`config.mk`:
```
export PLATFORM = sky130hd
export DESIGN_NAME = fetch_stage
export DESIGN_NICKNAME = d
export VERILOG_FILES = /design/src/rtl/fetch_stage.sv
export SDC_FILE = /design/constraint.sdc
export NUM_CORES = 1
export LEC_CHECK = 0
export ABC_AREA = 1
export BUFFER_PORTS_ARGS = -buffer_cell sky130_fd_sc_hd__buf_2
export CAP_MARGIN = 20
export CORE_MARGIN = 1
export CORE_UTILIZATION = 54
export CTS_CLUSTER_DIAMETER = 120
export DETAILED_ROUTE_END_ITERATION = 6
export PLACE_DENSITY = 0.88
export SKIP_LAST_GASP = 1
export SYNTH_ARGS = -nofsm -noshare
export SYNTH_HDL_FRONTEND = slang
export SYNTH_SLANG_ARGS = --single-unit
```
`constraint.sdc`:
```
create_clock -name clk -period 4.5 [get_ports clk]
set_input_delay 0 -clock clk [delete_from_list [all_inputs] [get_ports clk]]
set_output_delay 0 -clock clk [all_outputs]
set_load 0.02 [all_outputs]
```
`src/rtl/fetch_stage.sv`:
```
// Instruction fetch stage: PC sequencing, branch/jump redirect and the
// IF/ID pipeline register, plus a saturating stall-cycle counter.
module fetch_stage #(
    parameter logic [31:0] RESET_PC = 32'h0000_3000,
    parameter int          CNT_W    = 16
) (
    input  logic             clk,
    input  logic             rst,
    input  logic             stall,
    input  logic             branch_taken,
    input  logic [31:0]      branch_target,
    input  logic             jmp,
    output logic [31:0]      imem_addr,
    input  logic [31:0]      imem_rdata,
    output logic [31:0]      pc,
    output logic [31:0]      instr_id,
    output logic [31:0]      pc4_id,
    output logic             valid_id,
    output logic [5:0]       op_id,
    output logic [CNT_W-1:0] stall_cnt
);

    localparam logic [CNT_W-1:0] CNT_ONE = {{(CNT_W-1){1'b0}}, 1'b1};
    localparam logic [CNT_W-1:0] CNT_MAX = {CNT_W{1'b1}};

    logic [31:0] pc_plus4;
    logic [31:0] jump_target;
    logic [31:0] next_pc;
    logic        take_jmp;
    logic        redirect;
    logic        hold;

    assign pc_plus4    = pc + 32'd4;
    assign jump_target = {pc4_id[31:28], instr_id[25:0], 2'b00};
    assign take_jmp    = jmp & valid_id;
    assign redirect    = branch_taken | take_jmp;
    assign hold        = stall & ~redirect;

    assign imem_addr = pc;
    assign op_id     = valid_id ? instr_id[31:26] : 6'b0;

    // Branch from EX is older than a jump in ID, so it wins.
    always_comb begin
        next_pc = pc_plus4;
        if (branch_taken) begin
            next_pc = {branch_target[31:2], 2'b00};
        end else if (take_jmp) begin
            next_pc = jump_target;
        end else if (stall) begin
            next_pc = pc;
        end
    end

    always_ff @(posedge clk) begin
        if (rst) begin
            pc <= {RESET_PC[31:2], 2'b00};
        end else begin
            pc <= next_pc;
        end
    end

    // A redirect squashes whatever was fetched this cycle.
    always_ff @(posedge clk) begin
        if (rst || redirect) begin
            instr_id <= 32'h0;
            pc4_id   <= 32'h0;
            valid_id <= 1'b0;
        end else if (!stall) begin
            instr_id <= imem_rdata;
            pc4_id   <= pc_plus4;
            valid_id <= 1'b1;
        end
    end

    always_ff @(posedge clk) begin
        if (rst) begin
            stall_cnt <= '0;
        end else if (hold && (stall_cnt != CNT_MAX)) begin
            stall_cnt <= stall_cnt + CNT_ONE;
        end
    end

endmodule

```
==> flow_metrics.py <==
metrics = {
    "run_status": {
        "status": "finished, final reports clean",
    },
    "die": {
        "rows": 38,
        "start_util": 0.556,
        "dieArea_sq_um": 11600,
        "num_io_pins": 220,
        "core_area_sq_um": 10900,
        "die_h_um": 108,
        "die_w_um": 108,
    },
    "synthesis": {
        "avgSynthCellArea_sq_um": 6.62,
        "syn_area_sq_um": 6060,
        "ys_warn_count": 0,
        "synth_common_cells": "223 x nand2_1, 123 x nor2_1, 109 x dfxtp_1",
        "async_flop_share": 0,
        "synth-seq-cells": 109,
        "ys_seq_area_frac": 0.360,
        "synth_top_area_frac": 0.360,
        "yosysMostFrequentCell": "nand2_1",
        "netlist_instances": 915,
        "synth_edf_count": 0,
        "synth_area_leaders": "dfxtp_1 36%, nand2_1 14%, a21oi_1 8.6%, nor2_1 7.6%, buf_4 5.0%",
        "synth_top_area_cell": "dfxtp_1",
        "synth_ff_type": "dfxtp_1",
        "ys_types": 39,
    },
    "worst_setup_path": {
        "critical_path_class": "flop to flop",
        "crit_required_ns": 4.82,
        "ff2ff_setup_slack_ns": 1.93,
        "r2r-end": "stall_cnt[0]",
        "crit_path_start": "valid_id",
        "crit_path_start_kind": "flop",
        "reg2reg_depth": 7,
        "reg2reg_from": "valid_id",
        "critPathCaptureType": "flop",
        "setup.worst_path.end": "stall_cnt[0]",
        "cp.arrival_ns": 2.89,
        "crit_path_max_fanout": 52,
    },
    "timing": {
        "drv_slew": 0,
        "fmax_mhz": 389,
        "hold_viol": 0,
        "worstMarginPinSlew_ns": 1.07,
        "period_needed_ns": 2.57,
        "skew_ns": 0.0190,
        "min_period_over_period": 0.572,
        "slew_headroom": 0.284,
        "setup_violations": 0,
        "rsz0062_at_grt": "no",
        "tns_ns": 0,
    },
    "power": {
        "power.density_nw_per_um2": 281,
        "leakagePower_uw": 0.00379,
        "vdd_drop_max_mv": 0.242,
    },
    "min_path": {
        "hp-class": "primary input to flop",
    },
    "detailed_routing": {
        "drc_errors": 0,
        "wl_um": 19900,
        "drt-wirelength-per-cell_um": 15.6,
        "viasPerCell": 5.49,
        "num_vias": 6978,
        "dr.first_iter.drc_count": 729,
        "ant_nets": 0,
        "drt-pass1-iter-count": 5,
    },
    "global_route": {
        "grt_antenna_before_repair": 0,
        "gr-total-overflow": 0,
        "grt_pass1_wl_um": 31100,
        "grt_util_all_layers": 0.342,
        "grt_max_degree": 82,
        "grt_pass1_vias": 6410,
    },
    "cts": {
        "cts_tree": "built",
        "path_clk_slew_ns": 0.13,
        "cts_made_buffers": 9,
        "cts_htree_levels": 3,
        "clock_latency_ns": 0.40,
        "clockBufferDepth": 2,
        "clockRootBuffer": "clkbuf_8",
        "cts.sinks": 109,
    },
    "cells_and_area": {
        "utilization": 0.698,
        "drive_gt1_frac": 0.223,
        "diodes": 0,
        "areaGrowthSynthToFinish_pct": 25.5,
        "nets": 1198,
    },
    "place": {
        "io_buffer_count": 211,
        "dp_hpwl_um": 12400,
        "gp_congestion": 0.919,
    },
    "job": {
        "drv_cap": 0,
    },
}
==> cell families (layout without fill, tap and decap cells) <==
group | after synthesis | count (layout) | share of synthesized area
AOI/OAI and AO/OA | 185 | 185 | 0.161
and+or+nand+nor | 437 | 437 | 0.307
xor gates and xnor gates | 15 | 15 | 0.0217
adders and majority gates | 2 | 2 | 0.00413
other | 1 | 6 | 0.000619
buffers and inverters | 166 | 378 | 0.145
DFF | 109 | 109 | 0.360
==> report_power, final <==
part	total (uW)	internal, uW	switching, uW
Clock	615	220	395
Sequential	1070	1010	62.2
Combinational	450	166	284
==> what timing repair did <==
item | CTS | global route
hold endpoints to repair | 72 | 0
buffers inserted | 0 | 0
hold buffers | 63 | 0
gates resized for setup | 0 | 0
==> cells in the final DEF, fill, tap and decap left out, types with 5 or more instances in the layout <==
cell,count
conb_1,6
o211ai_1,17
clkbuf_8,9
dfxtp_1,109
nor3_1,9
a21oi_1,104
nand3_1,53
nand2_1,223
o21ai_1,8
buf_2,211
o21ai_0,54
inv_1,80
dlygate4sd3_1,63
nand2_2,5
xor2_1,12
nor2_1,123
==> layer usage <==
metal,share of wire,global-route usage,vias up
li1,-,-,3321
met1,0.41,0.436,3204
met2,0.47,0.558,394
met3,0.096,0.0799,59
met4,0.028,0.133,0
met5,0,0,-
==> through the flow <==
| step | setup WS (ns) | std cells | hold slack (ns) | power (uW) | area, sq um |
|---|---|---|---|---|---|
| after floorplan | 2.81 | 920 | 0.0691 | 1380 | 6080 |
| after global placement | 2.03 | 1193 | 0.251 | 1470 | 6780 |
| after detailed placement | 2.01 | 1193 | 0.254 | 1480 | 6780 |
| after CTS | 1.96 | 1272 | 0.163 | 2110 | 7600 |
| after global routing | 1.64 | 1272 | 0.199 | 2220 | 7600 |
| final | 1.93 | 1272 | 0.175 | 2140 | 7600 |
==> critical path, cell delays in order, from the launching register on <==
cell	delay (ns)
dfxtp_1	0.45
nand2_4	0.49
inv_2	0.27
nor3_4	0.53
nand2_4	0.24
inv_4	0.21
o21ai_0	0.10
a21oi_1	0.16
==> registers in the layout, indices dropped and copies added, names as in the netlist <==
name,cells
pc4_id,30
imem_addr,30
instr_id,32
valid_id,1
stall_cnt,16
==> worst min path at each step <==
stage,cells past startpoint,slack [ns],startpoint,endpoint
after floorplan,1,0.07,rst,stall_cnt[15]
after global placement,3,0.25,imem_rdata[21],instr_id[21]
after detailed placement,3,0.25,imem_rdata[25],instr_id[25]
after CTS,3,0.16,branch_taken,imem_addr[15]
after global routing,3,0.20,branch_taken,imem_addr[19]
final,3,0.17,branch_taken,imem_addr[15]
==> area by class of cell <==
| type | instances | area [sq um] |
|---|---|---|
| multi-input cells | 645 | 3010 |
| clock inverters | 6 | 65.1 |
| flip-flops and latches | 109 | 2180 |
| inverters | 85 | 332 |
| fillers | 887 | 3280 |
| repair buffers | 277 | 1710 |
| well taps | 140 | 175 |
| clock buffers | 10 | 128 |
No activity file was read; power rests on OpenSTA's default activity.
